<file path="src/rtl/ddr_read_uart_serializer.sv">
// ddr_read_uart_serializer: streams DATA_W-bit DDR3 read words to uart_tx as bytes, with an optional XOR checksum byte
module ddr_read_uart_serializer #(
    parameter int DATA_W      = 256,
    parameter bit MSB_FIRST   = 1'b1,
    parameter bit APPEND_CSUM = 1'b1,
    parameter int CNT_W       = 16
) (
    input  logic              clk,
    input  logic              reset,
    input  logic [DATA_W-1:0] in_data,
    input  logic              in_valid,
    output logic              in_ready,
    output logic [7:0]        tx_data,
    output logic              tx_valid,
    input  logic              tx_ready,
    output logic              word_done,
    output logic              busy,
    output logic [CNT_W-1:0]  word_count
);
    localparam int NBYTES = DATA_W / 8;
    localparam int IDX_W  = NBYTES > 1 ? $clog2(NBYTES) : 1;
    localparam logic [IDX_W-1:0] LAST = IDX_W'(NBYTES - 1);

    typedef enum logic [1:0] {IDLE, SEND, CSUM} state_t;
    state_t state, state_nxt;

    logic [DATA_W-1:0] shreg;
    logic [IDX_W-1:0]  idx;
    logic [7:0]        csum;
    logic              accept, hs, last;

    function automatic logic [7:0] head(input logic [DATA_W-1:0] w);
        return MSB_FIRST ? w[DATA_W-1 -: 8] : w[7:0];
    endfunction

    function automatic logic [DATA_W-1:0] shift(input logic [DATA_W-1:0] w);
        return MSB_FIRST ? w << 8 : w >> 8;
    endfunction

    assign in_ready = reset && state == IDLE;
    assign accept   = in_valid && in_ready;
    assign hs       = tx_valid && tx_ready;
    assign last     = hs && (state == CSUM || (state == SEND && idx == LAST && !APPEND_CSUM));
    assign busy     = tx_valid;

    always_ff @(posedge clk)
        if (!reset) state <= IDLE;
        else state <= state_nxt;

    always_comb begin
        state_nxt = state;
        case (state)
            IDLE:    if (accept) state_nxt = SEND;
            SEND:    if (hs && idx == LAST) state_nxt = APPEND_CSUM ? CSUM : IDLE;
            CSUM:    if (hs) state_nxt = IDLE;
            default: state_nxt = IDLE;
        endcase
    end

    // tx_data always holds the byte on offer, so it stays put through stalls
    always_ff @(posedge clk) begin
        if (!reset) begin
            shreg      <= '0;
            idx        <= '0;
            csum       <= '0;
            tx_data    <= '0;
            tx_valid   <= 1'b0;
            word_done  <= 1'b0;
            word_count <= '0;
        end else begin
            tx_valid   <= state_nxt != IDLE;
            word_done  <= last;
            word_count <= word_count + CNT_W'(last);
            if (accept) begin
                shreg   <= shift(in_data);
                tx_data <= head(in_data);
                idx     <= '0;
                csum    <= '0;
            end else if (hs && state == SEND) begin
                csum    <= csum ^ tx_data;
                idx     <= idx + 1'b1;
                shreg   <= shift(shreg);
                tx_data <= idx == LAST ? (APPEND_CSUM ? csum ^ tx_data : 8'h00) : head(shreg);
            end else if (hs) begin
                tx_data <= 8'h00;
            end
        end
    end
endmodule

</file>
<file path="config.mk">
export PLATFORM = sky130hd
export DESIGN_NAME = ddr_read_uart_serializer
export DESIGN_NICKNAME = d
export VERILOG_FILES = /design/src/rtl/ddr_read_uart_serializer.sv
export SDC_FILE = /design/constraint.sdc
export NUM_CORES = 1
export LEC_CHECK = 0
export CAP_MARGIN = 20
export CORE_ASPECT_RATIO = 1.1
export CORE_MARGIN = 2
export CORE_UTILIZATION = 40
export CTS_CLUSTER_SIZE = 28
export DETAILED_ROUTE_END_ITERATION = 10
export PLACE_DENSITY = 0.77
export SYNTH_ARGS = -nofsm -noshare
export SYNTH_HDL_FRONTEND = slang
export SYNTH_SLANG_ARGS = --single-unit
</file>
<file path="constraint.sdc">
create_clock -name clk -period 2.3 [get_ports clk]
set_input_delay 0.575 -clock clk [delete_from_list [all_inputs] [get_ports clk]]
set_output_delay 0.575 -clock clk [all_outputs]
set_load 0.03 [all_outputs]
</file>
# Yosys cells after proc, flatten, opt, wreduce, memory -nomap -nowiden
# Cells that the tools add are included.
# W data, S select, Z words.
# classes
add_sub_neg,2
n_reduce_logical,11
eq_ne,3
n_mux,10
bitwise_logic,2
# ops
cell,n
$mux W256,2
$mux W8,4
$add A16 B1 Y16,1
$xor A8 B8 Y8,1
$logic_and A1 B1 Y1,6
$mux W2,3
$pmux W2 S3,1
$add A5 B1 Y5 const B,1
$eq A5 B5 Y1 const B,1
$reduce_bool A2 Y1,2
$reduce_bool A3 Y1,1
$eq A2 B1 Y1 const B,1
$eq A2 B2 Y1 const B,1
$logic_not A2 Y1,1
$reduce_or A2 Y1,1
$not A1 Y1,1
# word_totals
input_bits,260
elab_cells,36
ff_bits,289

# Logic depth before layout (Yosys ltp)
# Gate-level depths: netlist of the first run.
# depth
word_depth,6
mapped_depth,8
ltp_nobuf,7

# Least setup slack after synthesis of the first run
# No wires, ideal clock.
# synth_path
kind,register -> register
startpoint,register tx_valid (netlist: busy)
endpoint,register word_count[10]
path_slack_ps,132
stages_incl_launch_ff,9
t_required_ps,2230
n_path_buf,1
t_arrival_ps,2097
cell_sequence,dfxtp_1 nand2_1 clkbuf_1 nor2_1 ha_1 ha_1 inv_1 or4_1 a21oi_1
# synth_via
elab_chain_cells,3
# synth_rtl
element,line_no,text
from (decl),14,"output logic tx_valid,"
from (signal assigned),67,tx_valid <= 1'b0;
from (signal assigned),71,tx_valid <= state_nxt != IDLE;
$logic_and A1 B1 Y1,42,assign hs = tx_valid && tx_ready;
$logic_and A1 B1 Y1,43,assign last = hs && (state == CSUM || (state == SEND && idx == LAST && !APPEND_CSUM));
named net last,30,"logic accept, hs, last;"
$add A16 B1 Y16,73,word_count <= word_count + CNT_W'(last);
to (signal assigned),73,
to (decl),18,output logic [CNT_W-1:0] word_count
# The timed path passes the listed nets, and every way through them passes these cells.
# A chain may end at the register's enable or synchronous reset.

# Final worst setup path of the first run
# layout_path
startpoint,register word_count[1]
endpoint,output word_count[1]
# No word-level cell between the ends.

==> results.yml, run 1 <==
run_status:
  status: "complete, no violations"
critical_path:
  crit_end: "word_count[1]"
  startpoint_type: "flop"
  cpPeakStageDelay_ps: 710
  path_max_fanout: 5
  worst-path-stages: 1
  rr_endpoint: "word_count[8]"
  crit_path_start: "word_count[1]"
  r2r_setup_slack_ps: 250
  cp-end-kind: "output pin"
  rr_startpoint: "state[1]"
  cp.buffers_inverters: 1
  cp_slowest_cell: "clkdlybuf4s50_1"
  arrival_ps: 1670
  crit_family: "buffers and inverters"
  crit_chain: "clkdlybuf4s50_1"
  required_ps: 1730
  critPathKind: "reg -> out"
  rr_worst_depth: 7
drt:
  routedWlPerCell_microns: 18.1
  drc: 0
  dr.pass1.iters: 7
  vias: 11800
  detail-route-antenna-nets: 0
  postRouteWirelength_mm: 37.3
  vias_per_cell: 5.77
  first_iter_violations: 1108
worst_hold_path:
  min_path_type: "reg -> reg"
floorplanning:
  die_h_microns: 188
  dieArea_sq_um: 32000
  start_util_pct: 40.4
  io_pins: 288
  core_sq_um: 30300
  rows: 67
  die_x_microns: 171
place:
  portBuffers: 287
  dp_slack_ps: -119
  gp_routability_congestion: 0.839
  hpwl_mm: 25.3
  place_inst: 1995
final_layout:
  area_growth_pct: 36.8
  fin_nets: 1877
  final_layout_size_suffix_gt1_share_pct: 10.1
  finalNonFillerCells: 2053
  layout_common_cells: "dfxtp_1, clkdlybuf4s50_1, a21oi_1, nand3_1, a22oi_1"
  fill_cells: 2691
  final_common_cell: "dfxtp_1"
logic_synthesis:
  yosysUniqueCellTypes: 39
  synth_warnings: 0
  synth.ff_latch_count: 289
  synth_edf_count: 0
  syn_inst: 1367
  synthArstFlopShare_pct: 0
  synth_flop_cell: "dfxtp_1"
  yosysSeqAreaShare_pct: 47.2
  syn_area_sq_um: 12300
  syn_area_per_cell_sq_um: 8.96
  synth_fp_nets: 1631
clock_tree:
  cts_max_level: 1
  ctsHoldBuffers: 0
  clockBufferDepth: 3
  clock_latency_ps: 550
  cts_made_buffers: 30
  cts_resized: 8
  cts_tree: "done"
  path_clk_slew_ps: 60
  clockRootBuffer: "clkbuf_16"
  cts_setup_buffers: 0
  cts_sinks: 289
pwr:
  power_per_cell_area_nw_per_um2: 706
  power_leakage_nw: 5.59
  ir_drop_mv: 0.445
global_route:
  grt_max_degree: 70
  grt_pass1_wl_mm: 58.2
  grt_pass1_vias: 11400
  grt_use_total_pct: 22.1
  grt_overflow: 0
  antenna_found_initial: 3
timing:
  final_max_slew_viol_count: 0
  rsz0062_at_grt: "no"
  hold_violations: 0
  period_minus_slack_ps: 2240
  period_share_pct: 97.4
  max_freq_ghz: 0.446
  max_slew_margin_pct: 61.7
  finalClockSkew_ps: 13.8
  tightest_slew_ps: 573
  setup_slack_ps: 59.2
  setup_violations: 0
job:
  cap_violations: 0
## registers in the layout, indices dropped and copies added, names as in the netlist
name        flops
busy            1
idx             5
state           2
word_done       1
csum            8
word_count     16
tx_data         8
shreg         248
## per-layer routing
| layer | track usage [%] | share of wire, % | wire [microns] |
|---|---|---|---|
| met1 | 27.9 | 40 | 14900 |
| met2 | 36.6 | 48 | 18000 |
| met3 | 5.57 | 8.6 | 3210 |
| met4 | 7.37 | 2.9 | 1070 |
| met5 | 0 | 0 | 0 |
## cells in the mapped netlist, types with 7 or more instances
| master | instances | share of area, % |
|---|---|---|
| dfxtp_1 | 289 | 47 |
| a21oi_1 | 268 | 11 |
| nand3_1 | 263 | 11 |
| a22oi_1 | 210 | 13 |
| buf_2 | 70 | 2.9 |
| clkbuf_1 | 40 | 1.2 |
| a22oi_2 | 30 | 3.1 |
| nand2_1 | 29 | 0.89 |
| buf_6 | 26 | 2.4 |
| nor2_1 | 14 | 0.43 |
| buf_4 | 12 | 0.74 |
| inv_1 | 12 | 0.37 |
| o21ai_0 | 12 | 0.49 |
| or3_1 | 12 | 0.61 |
| xnor2_1 | 10 | 0.71 |
| a211o_1 | 8 | 0.57 |
| a31oi_1 | 8 | 0.41 |
| nand2b_1 | 7 | 0.36 |
## metrics by stage
stage	TNS [ps]	util [%]	total power, mW	instance area (sq um)	hold slack (ps)
5_1_grt	0	55.2	12.3	16800	485
3_3_place_gp	-210	51.7	6.75	15700	447
6_report	0	55.2	11.8	16800	467
4_1_cts	0	55.2	11.9	16700	467
3_5_place_dp	-864	51.7	6.78	15700	459
2_1_floorplan	0	-	6.05	12300	441
## worst reg2reg max path, stage by stage (launching register included)
cell,delay [ps]
dfxtp_1,530
nand2b_1,190
nor2_1,130
ha_1,190
ha_1,180
inv_1,90
or4_1,510
a21oi_1,160
## power by group
part	switching (mW)	internal, mW	leakage (nW)
logic	0.615	0.716	2.72
clock network	1.99	3.16	0.522
registers	0.130	5.22	2.35
total	2.74	9.09	5.59
## worst min-delay path by stage
| stage | from | end | slack [ps] | depth (start not counted) |
|---|---|---|---|---|
| floorplan | idx[4] | idx[4] | 440 | 2 |
| global placement | idx[4] | idx[4] | 450 | 2 |
| detailed placement | shreg[163] | shreg[163] | 460 | 2 |
| CTS | shreg[111] | shreg[111] | 470 | 2 |
| global route | shreg[163] | shreg[163] | 480 | 2 |
| finish | shreg[151] | shreg[151] | 470 | 2 |
## layout make-up
class / instances / area [sq um] / share of cell area (%)
well taps: 414 / 518 / 3.09
multi-input cells: 913 / 5540 / 33.0
inverters: 13 / 56.3 / 0.336
repair buffers: 366 / 3790 / 22.6
diodes: 3 / 7.51 / 0.0448
flip-flops and latches: 289 / 5790 / 34.5
clock buffers: 44 / 905 / 5.40
clock inverters: 11 / 160 / 0.956
## cells by family (layout without fill, tap and decap cells)
kind of cell	Yosys count	in the layout	share of synthesized area [%]
xor+xnor	12	12	0.858
simple gates	350	350	14.5
fa+ha+maj	4	4	0.409
buf+inv	165	434	7.92
compound gates	542	542	28.7
other cells	0	3	0
mux	5	5	0.409
flops	289	289	47.2
No activity file was read; power rests on OpenSTA's default activity.
==> inputs of run 2 (changes only) <==
CORE_UTILIZATION = 25   (was 40)
PLACE_DENSITY = 0.57   (was 0.77)
==> run 2 against run 1 <==
Combinational power up 3%. Largest cell class unchanged. Worst hold slack about the same. Clock power up 13%. Largest power group is now the clock network.
==> results.yml, run 2 (same netlist as run 1, synthesis figures left out) <==
final_layout:
  finalNonFillerCells: 2305
  final_common_cell: "dfxtp_1"
  final_core_util_pct: 35.6
  largest_register_ffs: 248
  multi_input_area_sq_um: 5530
  top_register: "shreg"
  fill_cells: 5022
  fin_nets: 1888
  final_layout_size_suffix_gt1_share_pct: 10.8
  layout_common_cells: "dfxtp_1, clkdlybuf4s50_1, a21oi_1, nand3_1, a22oi_1"
  reg_top3: "shreg x248, word_count x16"
  seqCellArea_sq_um: 5790
  area_growth_pct: 41.4
critical_path:
  startpoint_type: "flop"
  path_max_fanout: 4
  cp_slowest_cell: "clkdlybuf4s50_1"
  required_ps: 1730
  cpPeakStageDelay_ps: 710
  crit_chain: "clkdlybuf4s50_1"
  critPathKind: "reg -> out"
  arrival_ps: 1640
  crit_family: "buffers and inverters"
  cp.buffers_inverters: 1
  cp-end-kind: "output pin"
global_route:
  grt_overflow: 0
  grt_pass1_wl_mm: 63.6
  grt_max_degree: 149
  grt_use_total_pct: 15.5
  antenna_found_initial: 3
  grt_pass1_vias: 11500
drt:
  routedWlPerCell_microns: 17.8
  drc: 0
  dr.pass1.iters: 5
  detail-route-antenna-nets: 0
  postRouteWirelength_mm: 41.1
  vias: 11800
  vias_per_cell: 5.13
  first_iter_violations: 1011
clock_tree:
  cts_setup_buffers: 0
  cts_sinks: 289
  clock_latency_ps: 530
  cts_tree: "done"
  clockRootBuffer: "clkbuf_16"
  cts_made_buffers: 35
  path_clk_slew_ps: 60
  clockBufferDepth: 3
  cts_max_level: 2
floorplanning:
  die_x_microns: 215
  start_util_pct: 25.2
  core_sq_um: 48700
  io_pins: 288
  dieArea_sq_um: 50800
  die_h_microns: 236
  rows: 85
pwr:
  p_sw_share_pct: 23.9
  power_per_cell_area_nw_per_um2: 724
  totalPowerFinal_mw: 12.5
  pwr-share-comb_pct: 10.9
  p_seq_share_pct: 42.6
  power_leakage_nw: 5.74
  clockPowerShare_pct: 46.5
  ir_drop_mv: 0.542
  power.switching_mw: 3.00
  p_int_mw: 9.54
worst_hold_path:
  min_path_type: "reg -> reg"
job:
  cap_violations: 0
timing:
  setup_violations: 0
  tightest_slew_ps: 848
  max_slew_margin_pct: 43.5
  max_freq_ghz: 0.451
  setup_slack_ps: 83.8
  final_max_slew_viol_count: 0
  rsz0062_at_grt: "no"
  hold_violations: 0
  fin_setup_tns_ps: 0
  finalClockSkew_ps: 14.1
  period_minus_slack_ps: 2220
  period_share_pct: 96.4
place:
  dp_slack_ps: -107
  portBuffers: 287
  hpwl_mm: 28.0
  gp_routability_congestion: 0.824
  place_inst: 2239
run_status:
  status: "complete, no violations"
-- run 2: worst min-delay path: cells and delay by family, from the launching register on --
kind            cells  cell delay (ps)
compound gates      1               50
simple gates        1               60
flops               1              310
-- run 2: path summary, 6_finish.rpt --
kind,from,to,slack [ps],cells after the start
worst max-delay path,tx_data[3],tx_data[3],80,1
worst min-delay path,shreg[114],shreg[114],470,2
worst max register to register,busy,word_count[8],500,7
worst min register to register,shreg[114],shreg[114],470,2
-- run 2: power groups by stage --
stage               Sequential, mW  Combinational [mW]  Clock, mW
floorplan                     5.42               0.631          0
global placement              5.44                1.36          0
detailed placement            5.45                1.37          0
CTS                           5.34                1.38       5.99
global route                  5.37                1.48       6.20
finish                        5.34                1.37       5.83
-- run 2: final cells by class --
type                            instances  area share (%)
Timing Repair Buffer                  372            22.6
Inverter                               13           0.325
Multi-Input combinational cell        913            31.9
Clock buffer                           48            5.93
Antenna cell                            3          0.0433
Sequential cell                       289            33.4
Tap cell                              652            4.71
Clock inverter                         15            1.08
-- run 2: metal layers --
layer	routed length [microns]	vias to the layer above	track usage, %
li1	-	5650	-
met1	18500	5732	20.5
met2	19300	391	24.9
met3	2450	60	3.64
met4	895	0	5.02
met5	0	-	0
-- run 2: timing repair --
| action | 4_1_cts | 5_1_grt |
|---|---|---|
| endpoints found under the setup margin | 6 | 5 |
| hold buffers | 0 | 0 |
| endpoints found under the hold margin | 0 | 0 |
| gates resized for setup | 6 | 5 |
-- run 2: stage by stage --
stage / hold WS, ps / instance area (sq um)
6_report: 467 / 17300
5_1_grt: 481 / 17300
4_1_cts: 467 / 17300
3_5_place_dp: 459 / 16100
3_3_place_gp: 446 / 16100
2_1_floorplan: 441 / 12300
